$ cat config.mk
export PLATFORM = sky130hd
export DESIGN_NAME = tnn_feature_loader
export DESIGN_NICKNAME = d
export VERILOG_FILES = /design/src/rtl/tnn_feature_loader.sv
export SDC_FILE = /design/constraint.sdc
export NUM_CORES = 1
export LEC_CHECK = 0
export BUFFER_PORTS_ARGS = -buffer_cell sky130_fd_sc_hd__buf_4
export CAP_MARGIN = 20
export CORE_UTILIZATION = 25
export CTS_BUF_LIST = sky130_fd_sc_hd__clkbuf_4 sky130_fd_sc_hd__clkbuf_8
export DETAILED_ROUTE_END_ITERATION = 10
export GPL_TIMING_DRIVEN = 0
export PLACE_DENSITY = 0.4
export SLEW_MARGIN = 20
export SYNTH_ARGS = -nofsm -noshare
export SYNTH_HDL_FRONTEND = slang
export SYNTH_SLANG_ARGS = --single-unit
$ cat constraint.sdc
create_clock -name clk -period 5.3 [get_ports clk]
set_input_delay 0.265 -clock clk [delete_from_list [all_inputs] [get_ports clk]]
set_output_delay 0.265 -clock clk [all_outputs]
set_load 0.01 [all_outputs]
$ cat src/rtl/tnn_feature_loader.sv
// ============================================================================
//  Module   : tnn_feature_loader
//  Purpose  : Upstream stage of the 5-input 2-bit ternary classifier core.
//             Accepts raw feature bytes on a valid/ready stream, quantises
//             each to Q_W bits against three fixed thresholds and assembles
//             N_FEAT-feature frames. Each finished frame is presented as a
//             registered vector with valid/ready. An assembly register plus
//             an output register give one frame per N_FEAT beats.
//  Ports    : clk, rst_n (async, active low)
//             s_valid/s_ready/s_data/s_last : raw feature stream in
//             m_valid/m_ready/m_vec         : quantised frame out,
//                                             slot k at [k*Q_W +: Q_W]
//             err_frame                     : 1-cycle framing-error pulse
//  Option   : TNN_LOADER_STATS_EN adds frame_cnt[15:0] (wrapping count of
//             accepted output frames) and drop_cnt[7:0] (saturating count
//             of discarded short frames).
//  Revision : 1.0 - initial release
// ============================================================================
`default_nettype none

module tnn_feature_loader #(
    parameter int N_FEAT = 5,
    parameter int IN_W   = 8,
    parameter int Q_W    = 2,
    parameter int THR1   = 64,
    parameter int THR2   = 128,
    parameter int THR3   = 192
) (
    input  logic                   clk,
    input  logic                   rst_n,
    input  logic                   s_valid,
    output logic                   s_ready,
    input  logic [IN_W-1:0]        s_data,
    input  logic                   s_last,
    output logic                   m_valid,
    input  logic                   m_ready,
    output logic [N_FEAT*Q_W-1:0]  m_vec,
    output logic                   err_frame
`ifdef TNN_LOADER_STATS_EN
    ,
    output logic [15:0]            frame_cnt,
    output logic [7:0]             drop_cnt
`endif
);

    localparam int IDX_W = (N_FEAT > 1) ? $clog2(N_FEAT) : 1;
    localparam int VEC_W = N_FEAT * Q_W;

    localparam logic [IN_W-1:0]  c_THR1     = IN_W'(THR1);
    localparam logic [IN_W-1:0]  c_THR2     = IN_W'(THR2);
    localparam logic [IN_W-1:0]  c_THR3     = IN_W'(THR3);
    localparam logic [IDX_W-1:0] c_LAST_IDX = IDX_W'(N_FEAT - 1);

    // COLLECT: accepting beats. FULL: assembled frame waits for output reg.
    localparam logic [0:0] COLLECT = 1'b0;
    localparam logic [0:0] FULL    = 1'b1;

    logic [0:0]       state_q,   state_d;
    logic [IDX_W-1:0] idx_q,     idx_d;
    logic [VEC_W-1:0] asm_q,     asm_d;
    logic [VEC_W-1:0] out_q,     out_d;
    logic             m_valid_q, m_valid_d;
    logic             err_q,     err_d;

    logic [Q_W-1:0]   w_quant;
    logic [VEC_W-1:0] w_frame;
    logic             w_accept;
    logic             w_out_free;
    logic             w_short;
    logic             w_long;

    always_comb begin
        if (s_data >= c_THR3) begin
            w_quant = Q_W'(3);
        end else if (s_data >= c_THR2) begin
            w_quant = Q_W'(2);
        end else if (s_data >= c_THR1) begin
            w_quant = Q_W'(1);
        end else begin
            w_quant = Q_W'(0);
        end
    end

    // Assembly register with the current beat merged in, so a completing
    // beat can go straight to the output register without an extra cycle.
    always_comb begin
        w_frame = asm_q;
        w_frame[idx_q*Q_W +: Q_W] = w_quant;
    end

    assign s_ready    = (state_q == COLLECT);
    assign w_accept   = s_valid && s_ready;
    // Output register can take a new frame if empty or emptying this cycle.
    assign w_out_free = !m_valid_q || m_ready;
    assign w_short    = w_accept && s_last && (idx_q != c_LAST_IDX);
    assign w_long     = w_accept && !s_last && (idx_q == c_LAST_IDX);

    always_comb begin
        state_d   = state_q;
        idx_d     = idx_q;
        asm_d     = asm_q;
        out_d     = out_q;
        m_valid_d = m_valid_q && !m_ready;
        err_d     = w_short || w_long;

        if (state_q == FULL) begin
            if (w_out_free) begin
                out_d     = asm_q;
                m_valid_d = 1'b1;
                state_d   = COLLECT;
            end
        end else if (w_accept) begin
            asm_d = w_frame;
            if (idx_q == c_LAST_IDX) begin
                idx_d = '0;
                if (w_out_free) begin
                    out_d     = w_frame;
                    m_valid_d = 1'b1;
                end else begin
                    state_d = FULL;
                end
            end else if (s_last) begin
                // Short frame: stale slots are overwritten by the next frame.
                idx_d = '0;
            end else begin
                idx_d = idx_q + IDX_W'(1);
            end
        end
    end

    always_ff @(posedge clk or negedge rst_n) begin
        if (!rst_n) begin
            state_q   <= COLLECT;
            idx_q     <= '0;
            asm_q     <= '0;
            out_q     <= '0;
            m_valid_q <= 1'b0;
            err_q     <= 1'b0;
        end else begin
            state_q   <= state_d;
            idx_q     <= idx_d;
            asm_q     <= asm_d;
            out_q     <= out_d;
            m_valid_q <= m_valid_d;
            err_q     <= err_d;
        end
    end

    assign m_valid   = m_valid_q;
    assign m_vec     = out_q;
    assign err_frame = err_q;

`ifdef TNN_LOADER_STATS_EN
    logic [15:0] frame_cnt_q;
    logic [7:0]  drop_cnt_q;

    always_ff @(posedge clk or negedge rst_n) begin
        if (!rst_n) begin
            frame_cnt_q <= '0;
            drop_cnt_q  <= '0;
        end else begin
            if (m_valid_q && m_ready) begin
                frame_cnt_q <= frame_cnt_q + 16'd1;
            end
            if (w_short && (drop_cnt_q != 8'hFF)) begin
                drop_cnt_q <= drop_cnt_q + 8'd1;
            end
        end
    end

    assign frame_cnt = frame_cnt_q;
    assign drop_cnt  = drop_cnt_q;
`endif

endmodule

`default_nettype wire
Yosys cells after proc, flatten, opt, wreduce, memory -nomap -nowiden
Index checks and enable logic that the tools add are counted.
{ "word_totals": {"register_bits": 26, "word_cells": 50} }
{ "classes": {"n_lt_le_gt_ge": 3, "reduce_logical": 15, "mux": 19, "n_addsub": 2, "n_bitwise": 1, "n_shift": 2, "n_eq_ne": 2} }
{ "ops": {"columns": ["cell", "count"], "rows": [
  ["$mux W10", 5],
  ["$neg A4 Y34", 1],
  ["$shift A2 B34 Y10 const A", 1],
  ["$shiftx A2 B34 Y10", 1],
  ["$ge A8 B8 Y1 const B", 2],
  ["$bwmux W10", 1],
  ["$mux W1", 9],
  ["$ge A8 B7 Y1 const B", 1],
  ["$logic_and A1 B1 Y1", 6],
  ["$mux W3", 2],
  ["$mux W2", 2],
  ["$reduce_bool A2 Y1", 2],
  ["$add A3 B1 Y3 const B", 1],
  ["$eq A3 B3 Y1 const B", 1],
  ["$logic_not A1 Y1", 3],
  ["$ne A3 B3 Y1 const B", 1],
  ["$reduce_and A3 Y1", 1],
  ["$logic_or A1 B1 Y1", 2],
  ["$reduce_and A2 Y1", 1],
  ["$not A1 Y1", 1]
]} }

Logic depth before layout (Yosys ltp)
Gate-level depths: netlist of run 1.
{ "logic_depth": {"depth_word": 10, "mapped_depth": 8, "mapped_depth_nobuf": 6} }

Worst setup path before layout of run 1
OpenSTA, ideal clock, no wires.
{ "synth_path": {"path_kind": "reg-to-reg", "startpoint": "register idx_q[0]", "endpoint": "register out_q[9], in the netlist m_vec[9]", "arrival_ps": 2095, "synth_period_minus_slack_ps": 2237, "path_buffers": 1, "setup_ps": 141, "path_stages_with_launch": 8, "setup_slack_ps": 3063, "cell_sequence": "dfrtp_1 -> buf_2 -> inv_1 -> ha_1 -> ha_1 -> or4b_4 -> o31ai_1 -> a31oi_1"} }
{ "synth_via": {"elab_chain_len": 7, "word_cells_on_any_way": 11, "classes_between": "1 x add/sub; 1 x eq/ne; 2 x shift; 5 x mux; 2 x reduce/logical"} }
{ "synth_rtl": {"columns": ["element", "line", "rtl"], "rows": [
  ["from (decl)", "59", "logic [IDX_W-1:0] idx_q, idx_d;"],
  ["from (signal assigned)", "141", "idx_q <= idx_d;"],
  ["$neg A4 Y34", "88", "w_frame[idx_q*Q_W +: Q_W] = w_quant;"],
  ["$shiftx A2 B34 Y10 / $shift A2 B34 Y10 (equally long branches)", "88", null],
  ["$bwmux W10", "88", null],
  ["$mux W10", "116", "if (w_out_free) begin"],
  ["$mux W10", "114", "if (idx_q == c_LAST_IDX) begin"],
  ["$mux W10", "112", "end else if (w_accept) begin"],
  ["$mux W10", "106", "if (state_q == FULL) begin"],
  ["to (signal assigned)", "143", "out_q <= out_d;"],
  ["to (decl)", "61", "logic [VEC_W-1:0] out_q, out_d;"]
]} }
Parallel ways exist; a longest one is shown, timed or not. The select of a mux whose other input is x is not followed.
A chain may end at the register's enable or synchronous reset.

Worst setup path after layout of run 1
{ "layout_path": {"startpoint": "register idx_q[0]", "endpoint": "register out_q[8], in the netlist m_vec[8]"} }
The elaborated chain is that of the path after synthesis.

==> reports/metrics.csv, run 1 <==
stage,metric,value,unit
run_status,result of the run,"complete, no violations",
critical_path,category of the worst setup path capture point,flop,
synthesis,cell count after synthesis,141,
power,power density over the cells,386,nW/um^2
timing,Final Hold Viols,0,
finish,fillers,605,
synthesis,most frequently used cell type in the post-synthesis netlist,sky130_fd_sc_hd__dfrtp_1,
finish,post-route insts no fill,237,
drt,remaining number of nets flagged by the antenna check after routing,0,
finish,ANT cells,0,
placed_design,count of buffers inserted at the top-level ports,19,
synthesis,fraction of registers with async set or reset after synthesis,100,%
synthesis,Yosys Warn Count,0,
clock_tree,# resized after CTS,0,
grt,initial antenna violation count,0,
timing,Slew @ Worst Pin,0.574,ns
grt,vias in the first global route,1198,
placed_design,dpl cells,232,
clock_tree,CTS clock-pin slew for the worst setup and hold paths,0.09,ns
synthesis,cell accounting for the most synthesized area,sky130_fd_sc_hd__dfrtp_1,
synthesis,syn_nets,162,
timing,count of endpoints failing setup in the final report,0,
clock_tree,buffer levels on the longest clock path,2,
synthesis,Mean Syn Cell Area,10.7,sq um
placed_design,final RePlAce weighted congestion,0.724,
die,die width,79.7,um
clock_tree,CTS root buffer,sky130_fd_sc_hd__clkbuf_8,
power,worst vdd rail ir drop,124,uV
power,cell leakage power,0.788,nW
timing,normalized max-slew margin,61.2,%
drt,DR vias/cell,4.93,
synthesis,most frequent cells after synthesis,"26 x sky130_fd_sc_hd__dfrtp_1, 11 x sky130_fd_sc_hd__a21oi_1, 10 x sky130_fd_sc_hd__a31oi_1",
grt,pin count of the biggest net entering global routing,27,
critical_path,top fanout value on the critical path,10,
timing,worst clock skew,0.00401,ns
synthesis,leading cell types by total area after synthesis,"sky130_fd_sc_hd__dfrtp_1 43%, sky130_fd_sc_hd__mux2_1 6.7%, sky130_fd_sc_hd__ha_1 6.6%",
min_path,Hold WC Path Type,in2reg,
critical_path,data arrival time of the critical path,2.76,ns
timing,RSZ-0062 raised after global routing,false,
grt,global-route wire length before repair,6090,um
critical_path,WS Path Type,reg2reg,
drt,number of iterations in the first detailed-routing pass,4,
critical_path,worst path required time,5.44,ns
placed_design,HPWL reported at the end of detailed placement,2770,um
finish,nets@finish,187,
clock_tree,H-tree lvl count,1,
clock_tree,insertion delay of the later-clocked pin in the worst-skew pair,0.27,ns
clock_tree,total CTS buffers,3,
clock_tree,setup repair bufs after CTS,0,
synthesis,Cell variety after synth,36,
drt,Residual DRC,0,
die,IO Count,26,
synthesis,"Seq/Total Area, Yosys",43.1,%
synthesis,total standard cell area after synthesis,1510,sq um
min_path,Worst Hold Depth,2,
critical_path,sort of element at the start of the critical path,flop,
flow_run,total of max-cap violations,0,
die,Core Box Area,5680,sq um
timing,fmax,381,MHz
drt,routed length per placed instance,15.1,um
timing,share of the cycle needed by the critical path after routing,49.5,%
synthesis,share of the synthesized area in the top cell type,43.1,%
die,Total Die Area,6350,sq um
clock_tree,TritonCTS clock tree,built,
timing,clock period minus worst slack,2.62,ns
die,starting density of the core,26.6,%
die,height of the die,79.7,um
timing,Post-Route Setup TNS,0,ns
drt,drt total wl,3590,um
grt,Total Routing Usage GR,12.5,%
synthesis,flop and latch count out of synthesis,26,
finish,fraction of final layout cells with drive strength greater than 1,22.4,%
drt,vias after detailed routing,1169,
synthesis,number of enable flip-flop cells after synthesis,0,
synthesis,"Top FF cell, synth",sky130_fd_sc_hd__dfrtp_1,
drt,first-iteration detailed-routing DRC count,56,
clock_tree,number of clock sinks seen by CTS,26,
grt,GRT Residual Overflow,0,
finish,area growth from synthesis to layout,19.7,%
critical_path,number of cells on the worst reg-to-reg path,7,
die,row count,27,
timing,number of slew-limit violations in the final report,0,
## what timing repair did
action / 4_1_cts / 5_1_grt
endpoints found under the setup margin: 0 / 0
endpoints found under the hold margin: 26 / 0
hold buffers: 1 / 0
## flip-flops by register name, indices dropped and copies added, names as in the netlist
| signal | cells |
|---|---|
| state_q | 1 |
| m_vec | 10 |
| idx_q | 3 |
| asm_q | 10 |
| err_frame | 1 |
| m_valid | 1 |
## where the power goes
group	switching [mW]	total, mW	internal, mW
clock network	0.0636	0.130	0.0664
logic	0.140	0.272	0.132
registers	0.0375	0.295	0.258
## routing by layer
metal  global-route usage, %  share of wire [%]  up-vias  wire length (um)
li1                        -                  -      571                 -
met1                    17.7                 51      562              1820
met2                    18.6                 44       32              1570
met3                    1.71                4.0        4               142
met4                    6.00                1.5        0                54
met5                       0                  0        -                 0
## cell usage in the layout (no fill, tap or decap), drive strengths merged, types with 2 or more instances in the layout
cell type / instances
mux2: 9
a31oi: 10
and4b: 2
nand4: 6
nor2b: 2
nor2: 4
nand2b: 2
a31o: 2
nor4bb: 2
inv: 9
buf: 22
clkbuf: 8
o21ai: 4
o31ai: 9
nand2: 5
a21oi: 11
ha: 8
nand3: 9
nor4b: 3
dfrtp: 26
and4bb: 2
## worst max-delay path, stage by stage (launching register included)
cell	delay (ns)
sky130_fd_sc_hd__dfrtp_1	0.47
sky130_fd_sc_hd__buf_2	0.27
sky130_fd_sc_hd__inv_1	0.12
sky130_fd_sc_hd__ha_1	0.26
sky130_fd_sc_hd__ha_1	0.43
sky130_fd_sc_hd__or4b_4	0.50
sky130_fd_sc_hd__o31ai_1	0.31
sky130_fd_sc_hd__a31oi_1	0.14
## cells by family (layout without fill, tap and decap cells)
| group | Yosys count | in the layout | share of synthesized area [%] |
|---|---|---|---|
| flops | 26 | 26 | 43.1 |
| simple gates | 42 | 42 | 21.3 |
| buf+inv | 16 | 40 | 4.81 |
| xor+xnor | 1 | 1 | 0.581 |
| fa+ha+maj | 8 | 8 | 6.63 |
| mux | 10 | 10 | 7.38 |
| compound gates | 38 | 38 | 16.2 |
## per-stage QoR
step	instance area, sq um	power [mW]	utilization [%]	setup slack (ns)	hold WS [ns]
3_3_place_gp	1740	0.570	30.7	2.72	0.192
4_1_cts	1810	0.709	31.8	2.69	0.248
5_1_grt	1810	0.751	31.8	2.49	0.257
6_report	1810	0.697	31.8	2.68	0.251
3_5_place_dp	1740	0.575	30.7	2.71	0.200
2_1_floorplan	1510	0.462	-	3.06	-0.0306
## final timing paths
| kind | start | endpoint | slack, ns |
|---|---|---|---|
| setup / recovery | idx_q[0] | m_vec[8] | 2.68 |
| hold / removal | s_data[6] | asm_q[0] | 0.25 |
| setup reg to reg | idx_q[0] | m_vec[8] | 2.68 |
| hold reg to reg | asm_q[0] | asm_q[0] | 0.50 |
| max in group asynchronous | rst_n | asm_q[5] | 4.61 |
| min in group asynchronous | rst_n | m_valid | 0.43 |
## area by class of cell
class | instances | area [sq um] | share of cell area, %
well taps | 72 | 90.1 | 4.99
flip-flops and latches | 26 | 651 | 36.0
repair buffers | 20 | 153 | 8.45
multi-input cells | 99 | 786 | 43.5
inverters | 9 | 33.8 | 1.87
clock buffers | 4 | 55.1 | 3.05
plain buffers | 7 | 38.8 | 2.15
No activity file was read; power rests on OpenSTA's default activity.
==> run 2: changes to the inputs <==
- ABC_AREA: default -> 1
- PLACE_DENSITY: 0.4 -> 0.41
- clock period: 5.3 -> 2.34 ns (I/O delays scaled with it)
==> run 2 against run 1 <==
Largest cell class unchanged. Clock-buffer cell count fell by 1. Power rose to 2.6 times the previous value. Sequential share of layout area decreased by 1.2 points. Sequential cell count is the same.
==> reports/metrics.csv, run 2 <==
stage,metric,value,unit,change
run_status,result of the run,"complete, no violations",,unchanged
die,IO Count,26,,unchanged
critical_path,sum of buffers and inverters on the critical path,2,,unchanged
die,die width,80.5,um,was 79.7 um
finish,fillers,656,,was 605
die,row count,28,,was 27
critical_path,crit-path cells,"inv_1, ha_1, ha_1, clkbuf_4, nand2_1, nor2_4, nand2_1, nand3_1, nand2_1, nand2_1",,"was buf_2, inv_1, ha_1, ha_1, or4b_4, o31ai_1, a31oi_1"
clock_tree,TritonCTS clock tree,built,,unchanged
clock_tree,CTS root buffer,sky130_fd_sc_hd__clkbuf_8,,unchanged
power,worst vdd rail ir drop,479,uV,was 124 uV
synthesis,"Seq/Total Area, Yosys",42.3,%,was 43.1%
critical_path,WS Path Type,reg2reg,,unchanged
clock_tree,insertion delay of the later-clocked pin in the worst-skew pair,0.28,ns,was 0.27 ns
synthesis,most frequently used cell type in the post-synthesis netlist,sky130_fd_sc_hd__nand2_1,,was sky130_fd_sc_hd__dfrtp_1
finish,nets@finish,246,,was 187
finish,"commonest cells after routing, fill and taps aside","60 x sky130_fd_sc_hd__nand2_1, 38 x sky130_fd_sc_hd__nor2_1, 26 x sky130_fd_sc_hd__dfrtp_1",,"was 26 x sky130_fd_sc_hd__dfrtp_1, 20 x sky130_fd_sc_hd__buf_4, 11 x sky130_fd_sc_hd__a21oi_1"
timing,Post-Route Setup TNS,0,ns,unchanged
synthesis,total standard cell area after synthesis,1540,sq um,was 1510 sq um
finish,fraction of final layout cells with drive strength greater than 1,21.0,%,was 22.4%
grt,GRT Residual Overflow,0,,unchanged
drt,vias after detailed routing,1264,,was 1169
drt,first-iteration detailed-routing DRC count,40,,was 56
clock_tree,setup repair bufs after CTS,0,,unchanged
die,height of the die,80.5,um,was 79.7 um
synthesis,cell count after synthesis,199,,was 141
grt,global-route wire length before repair,6010,um,was 6090 um
synthesis,share of the synthesized area in the top cell type,42.3,%,was 43.1%
placed_design,count of buffers inserted at the top-level ports,19,,unchanged
synthesis,number of enable flip-flop cells after synthesis,0,,unchanged
finish,most common library cell in the layout ignoring fill and taps,sky130_fd_sc_hd__nand2_1,,was sky130_fd_sc_hd__dfrtp_1
power,cell leakage power,0.913,nW,was 0.788 nW
synthesis,most frequent cells after synthesis,"60 x sky130_fd_sc_hd__nand2_1, 38 x sky130_fd_sc_hd__nor2_1, 26 x sky130_fd_sc_hd__dfrtp_1",,"was 26 x sky130_fd_sc_hd__dfrtp_1, 11 x sky130_fd_sc_hd__a21oi_1, 10 x sky130_fd_sc_hd__a31oi_1"
placed_design,final RePlAce weighted congestion,0.763,,was 0.724
timing,RSZ-0062 raised after global routing,false,,unchanged
timing,Final Hold Viols,0,,unchanged
clock_tree,total CTS buffers,3,,unchanged
timing,count of endpoints failing setup in the final report,0,,unchanged
critical_path,biggest cell delay along the critical path,0.54,ns,was 0.50 ns
grt,Total Routing Usage GR,12.5,%,about the same
critical_path,dominant cell type by count on the critical path,sky130_fd_sc_hd__nand2_1,,was sky130_fd_sc_hd__ha_1
drt,remaining number of nets flagged by the antenna check after routing,0,,unchanged
synthesis,fraction of registers with async set or reset after synthesis,100,%,unchanged
critical_path,worst path required time,2.56,ns,was 5.44 ns
clock_tree,buffer levels on the longest clock path,2,,unchanged
clock_tree,number of clock sinks seen by CTS,26,,unchanged
min_path,Hold WC Path Type,in2reg,,unchanged
grt,initial antenna violation count,0,,unchanged
clock_tree,CTS clock-pin slew for the worst setup and hold paths,0.11,ns,was 0.09 ns
synthesis,Yosys Warn Count,0,,unchanged
die,Total Die Area,6470,sq um,was 6350 sq um
clock_tree,H-tree lvl count,1,,unchanged
drt,drt total wl,3690,um,was 3590 um
drt,Residual DRC,0,,unchanged
drt,number of iterations in the first detailed-routing pass,4,,unchanged
critical_path,category of the worst setup path capture point,flop,,unchanged
critical_path,top cell family by delay on the critical path,adder cells,,unchanged
timing,fmax,475,MHz,was 381 MHz
synthesis,Mean Syn Cell Area,7.73,sq um,was 10.7 sq um
power,power density over the cells,967,nW/um^2,was 386 nW/um^2
synthesis,cell accounting for the most synthesized area,sky130_fd_sc_hd__dfrtp_1,,unchanged
critical_path,Reg2Reg Setup Slack,0.23,ns,was 2.68 ns
critical_path,top fanout value on the critical path,10,,unchanged
timing,Slew @ Worst Pin,0.366,ns,was 0.574 ns
drt,DR vias/cell,4.23,,was 4.93
finish,ANT cells,0,,unchanged
finish,area growth from synthesis to layout,21.3,%,was 19.7%
grt,vias in the first global route,1230,,was 1198
die,Core Box Area,5920,sq um,was 5680 sq um
timing,Final Hold Slack,0.0940,ns,was 0.251 ns
die,starting density of the core,26.0,%,was 26.6%
critical_path,slowest CP cell,sky130_fd_sc_hd__dfrtp_1,,was sky130_fd_sc_hd__or4b_4
synthesis,flop and latch count out of synthesis,26,,unchanged
flow_run,total of max-cap violations,0,,unchanged
timing,number of slew-limit violations in the final report,0,,unchanged
synthesis,syn_nets,220,,was 162
critical_path,data arrival time of the critical path,2.33,ns,was 2.76 ns
drt,routed length per placed instance,12.4,um,was 15.1 um
synthesis,leading cell types by total area after synthesis,"sky130_fd_sc_hd__dfrtp_1 42%, sky130_fd_sc_hd__nand2_1 15%, sky130_fd_sc_hd__nor2_1 9.3%",,"was sky130_fd_sc_hd__dfrtp_1 43%, sky130_fd_sc_hd__mux2_1 6.7%, sky130_fd_sc_hd__ha_1 6.6%"
timing,share of the cycle needed by the critical path after routing,90.0,%,was 49.5%
timing,worst clock skew,0.0111,ns,was 0.00401 ns
synthesis,Cell variety after synth,25,,was 36
timing,normalized max-slew margin,75.6,%,was 61.2%
grt,pin count of the biggest net entering global routing,27,,unchanged
timing,clock period minus worst slack,2.11,ns,was 2.62 ns
placed_design,HPWL reported at the end of detailed placement,2610,um,was 2770 um
critical_path,sort of element at the start of the critical path,flop,,unchanged
synthesis,"Top FF cell, synth",sky130_fd_sc_hd__dfrtp_1,,unchanged
==> run 2: cell types whose count changed after synthesis, sizes merged, moves of 3 or more <==
cell   change
nand2     +58
nor2      +39
a21oi     -10
mux2       -9
nand3      +9
o31ai      -9
inv        +4
nand4      -3
nor4b      -3
==> run 2: layout make-up <==
| cell class | instances | area (sq um) | area share [%] |
|---|---|---|---|
| flip-flops and latches | 26 | 651 | 34.9 |
| well taps | 75 | 93.8 | 5.03 |
| clock buffers | 3 | 41.3 | 2.21 |
| plain buffers | 7 | 52.6 | 2.82 |
| clock inverters | 1 | 30.0 | 1.61 |
| multi-input cells | 153 | 779 | 41.8 |
| repair buffers | 21 | 163 | 8.71 |
| inverters | 13 | 56.3 | 3.02 |
==> run 2: metal layers <==
layer / wire length, um / up-vias / global-route usage [%]
met1: 1850 / 558 / 15.5
met4: 25 / 0 / 2.14
li1: - / 687 / -
met5: 0 / - / 0
met2: 1710 / 17 / 21.9
met3: 102 / 2 / 3.07
==> run 2: final timing paths <==
path | endpoint | cells past startpoint | start
min in group asynchronous | idx_q[0] | 2 | rst_n
hold reg to reg | m_vec[6] | 2 | m_vec[6]
setup / recovery | m_vec[7] | 10 | idx_q[0]
max in group asynchronous | asm_q[2] | 2 | rst_n
hold / removal | state_q | 4 | m_ready
setup reg to reg | m_vec[7] | 10 | idx_q[0]
==> run 2: report_power, final <==
| group | switching [mW] | internal (mW) |
|---|---|---|
| clock network | 0.162 | 0.229 |
| registers | 0.108 | 0.610 |
| logic | 0.394 | 0.301 |
| total | 0.665 | 1.14 |
==> run 2: kinds of logic (layout without fill, tap and decap cells) <==
group / count (synthesis) / after routing / share of synthesized area (%)
compound gates: 14 / 14 / 5.45
flops: 26 / 26 / 42.3
xor+xnor: 1 / 1 / 0.569
buf+inv: 20 / 45 / 7.07
simple gates: 130 / 130 / 38.1
fa+ha+maj: 8 / 8 / 6.50
==> run 2: tightest hold or removal path, delay by kind of cell <==
| kind | cells | cell delay [ns] |
|---|---|---|
| buf+inv | 2 | 0.10 |
| simple gates | 2 | 0.13 |
==> run 2: repair_timing <==
item                      4_1_cts  5_1_grt
hold endpoints to repair       27        0
hold buffers                    2        0
resized for setup               0        0
==> run 2: metrics by stage <==
| stage | instance area (sq um) | power (mW) | setup slack (ns) | std cells | utilization, % |
|---|---|---|---|---|---|
| 6_report | 1870 | 1.81 | 0.234 | 299 | 31.5 |
| 5_1_grt | 1870 | 1.95 | 0.0396 | 299 | 31.5 |
| 4_1_cts | 1870 | 1.83 | 0.201 | 299 | 31.5 |
| 3_5_place_dp | 1780 | 1.43 | 0.258 | 293 | 30.0 |
| 3_3_place_gp | 1780 | 1.43 | 0.261 | 293 | 30.0 |
| 2_1_floorplan | 1540 | 1.18 | 0.530 | 199 | - |
==> run 3: changes to the inputs <==
- CORE_ASPECT_RATIO: default -> 1.25
- CORE_UTILIZATION: 25 -> 45
- PLACE_DENSITY: 0.41 -> 0.67
==> run 3 against run 2 <==
Wire length decreased by 13%. Clock skew is 0.0065 ns lower. Sequential power grew 0.7%. Global-route usage grew 8.2 points. Design area decreased by 3.1%. Fmax down 0.36%. Non-clock buffer count decreased by 1. Power fell by 0.58%. Clock-buffer cell count is the same.
==> reports/metrics.csv, run 3 (same netlist as run 2, synthesis figures left out) <==
stage,metric,value,unit,change
drt,vias after detailed routing,1347,,was 1264
run_status,result of the run,"complete, no violations",,unchanged
power,overall power after layout,1.79,mW,was 1.81 mW
placed_design,final RePlAce weighted congestion,0.821,,was 0.763
grt,vias in the first global route,1316,,was 1230
grt,Total Routing Usage GR,20.8,%,was 12.5%
clock_tree,number of clock sinks seen by CTS,26,,unchanged
drt,drt total wl,3230,um,was 3690 um
clock_tree,CTS root buffer,sky130_fd_sc_hd__clkbuf_8,,unchanged
timing,clock period minus worst slack,2.11,ns,about the same
placed_design,HPWL reported at the end of detailed placement,2390,um,was 2610 um
grt,pin count of the biggest net entering global routing,27,,unchanged
drt,number of iterations in the first detailed-routing pass,4,,unchanged
timing,Final Hold Slack,0.0145,ns,was 0.0940 ns
critical_path,sort of element at the start of the critical path,flop,,unchanged
die,Core Box Area,3220,sq um,was 5920 sq um
drt,routed length per placed instance,12.4,um,about the same
timing,normalized max-slew margin,77.4,%,was 75.6%
finish,most common library cell in the layout ignoring fill and taps,sky130_fd_sc_hd__nand2_1,,unchanged
clock_tree,total CTS buffers,3,,unchanged
clock_tree,buffer levels on the longest clock path,2,,unchanged
grt,GRT Residual Overflow,0,,unchanged
critical_path,data arrival time of the critical path,2.33,ns,about the same
timing,Slew @ Worst Pin,0.339,ns,was 0.366 ns
die,starting density of the core,47.7,%,was 26.0%
placed_design,count of buffers inserted at the top-level ports,19,,unchanged
critical_path,category of the worst setup path capture point,flop,,unchanged
finish,fillers,301,,was 656
grt,initial antenna violation count,0,,unchanged
clock_tree,H-tree lvl count,1,,unchanged
drt,DR vias/cell,5.18,,was 4.23
clock_tree,# resized after CTS,0,,unchanged
timing,worst clock skew,0.00466,ns,was 0.0111 ns
timing,fmax,473,MHz,was 475 MHz
die,height of the die,67.4,um,was 80.5 um
timing,share of the cycle needed by the critical path after routing,90.3,%,was 90.0%
placed_design,placed inst area,1730,sq um,was 1780 sq um
finish,fraction of final layout cells with drive strength greater than 1,21.1,%,was 21.0%
clock_tree,insertion delay of the later-clocked pin in the worst-skew pair,0.27,ns,was 0.28 ns
clock_tree,number of hold buffers added after cts,1,,was 2
clock_tree,setup repair bufs after CTS,0,,unchanged
finish,nets@finish,245,,was 246
timing,RSZ-0062 raised after global routing,false,,unchanged
timing,Post-Route Setup TNS,0,ns,unchanged
min_path,Hold WC Path Type,in2reg,,unchanged
clock_tree,CTS clock-pin slew for the worst setup and hold paths,0.09,ns,was 0.11 ns
timing,number of slew-limit violations in the final report,0,,unchanged
critical_path,WS Path Type,reg2reg,,unchanged
die,row count,23,,was 28
timing,Final Hold Viols,0,,unchanged
drt,first-iteration detailed-routing DRC count,54,,was 40
clock_tree,TritonCTS clock tree,built,,unchanged
flow_run,total of max-cap violations,0,,unchanged
power,cell leakage power,0.909,nW,was 0.913 nW
timing,count of endpoints failing setup in the final report,0,,unchanged
die,IO Count,26,,unchanged
die,Total Die Area,3660,sq um,was 6470 sq um
critical_path,worst path required time,2.56,ns,about the same
die,die width,54.3,um,was 80.5 um
power,power density over the cells,992,nW/um^2,was 967 nW/um^2
finish,"commonest cells after routing, fill and taps aside","60 x sky130_fd_sc_hd__nand2_1, 38 x sky130_fd_sc_hd__nor2_1, 26 x sky130_fd_sc_hd__dfrtp_1",,unchanged
power,worst vdd rail ir drop,523,uV,was 479 uV
finish,total non-filler cell area in the finished layout,1810,sq um,was 1870 sq um
drt,Residual DRC,0,,unchanged
finish,area growth from synthesis to layout,17.6,%,was 21.3%
drt,remaining number of nets flagged by the antenna check after routing,0,,unchanged
grt,global-route wire length before repair,5550,um,was 6010 um
finish,ANT cells,0,,unchanged
critical_path,top fanout value on the critical path,10,,unchanged
[run 3: where the power goes]
group          switching, mW  internal [mW]
combinational          0.394          0.301
sequential             0.113          0.610
clock                  0.148          0.229
total                  0.654           1.14
[run 3: final timing paths]
| check | from | endpoint | slack [ns] | cells after the start |
|---|---|---|---|---|
| max | idx_q[0] | m_vec[7] | 0.23 | 10 |
| min | s_last | err_frame | 0.01 | 2 |
| max reg2reg | idx_q[0] | m_vec[7] | 0.23 | 10 |
| min reg2reg | m_vec[5] | m_vec[5] | 0.48 | 2 |
| max in group asynchronous | rst_n | asm_q[2] | 1.81 | 2 |
| min in group asynchronous | rst_n | m_vec[7] | 0.28 | 2 |
[run 3: stage by stage]
stage | setup slack (ns) | std cells | util (%)
finish | 0.226 | 260 | 56.1
global route | 0.0716 | 260 | 56.1
CTS | 0.232 | 260 | 56.1
detailed placement | 0.255 | 255 | 53.6
global placement | 0.323 | 255 | 53.6
floorplan | 0.530 | 199 | -
[run 3: per-layer routing]
metal | part of all wire, % | vias to the layer above | track usage [%]
met3 | 3.0 | 4 | 3.15
met1 | 45 | 623 | 24.1
met2 | 51 | 31 | 37.2
met5 | 0 | - | 0
li1 | - | 689 | -
met4 | 0.99 | 0 | 7.69
[run 3: area by class of cell]
type                    instances  area (sq um)  area share [%]
plain buffers                   7          52.6            2.90
clock buffers                   3          41.3            2.28
clock inverters                 1          30.0            1.66
inverters                      13          56.3            3.11
multi-input cells             153           779            43.1
flip-flops and latches         26           651            36.0
well taps                      37          46.3            2.56
repair buffers                 20           153            8.44
[run 3: worst max-delay path, cell delays in order, from the launching register on]
cell and delay [ns]:
sky130_fd_sc_hd__dfrtp_1 0.53, sky130_fd_sc_hd__inv_1 0.19, sky130_fd_sc_hd__ha_1 0.28, sky130_fd_sc_hd__ha_1 0.33, sky130_fd_sc_hd__clkbuf_4 0.22, sky130_fd_sc_hd__nand2_1 0.11
sky130_fd_sc_hd__nor2_4 0.11, sky130_fd_sc_hd__nand2_1 0.07, sky130_fd_sc_hd__nand3_1 0.08, sky130_fd_sc_hd__nand2_1 0.07, sky130_fd_sc_hd__nand2_1 0.06
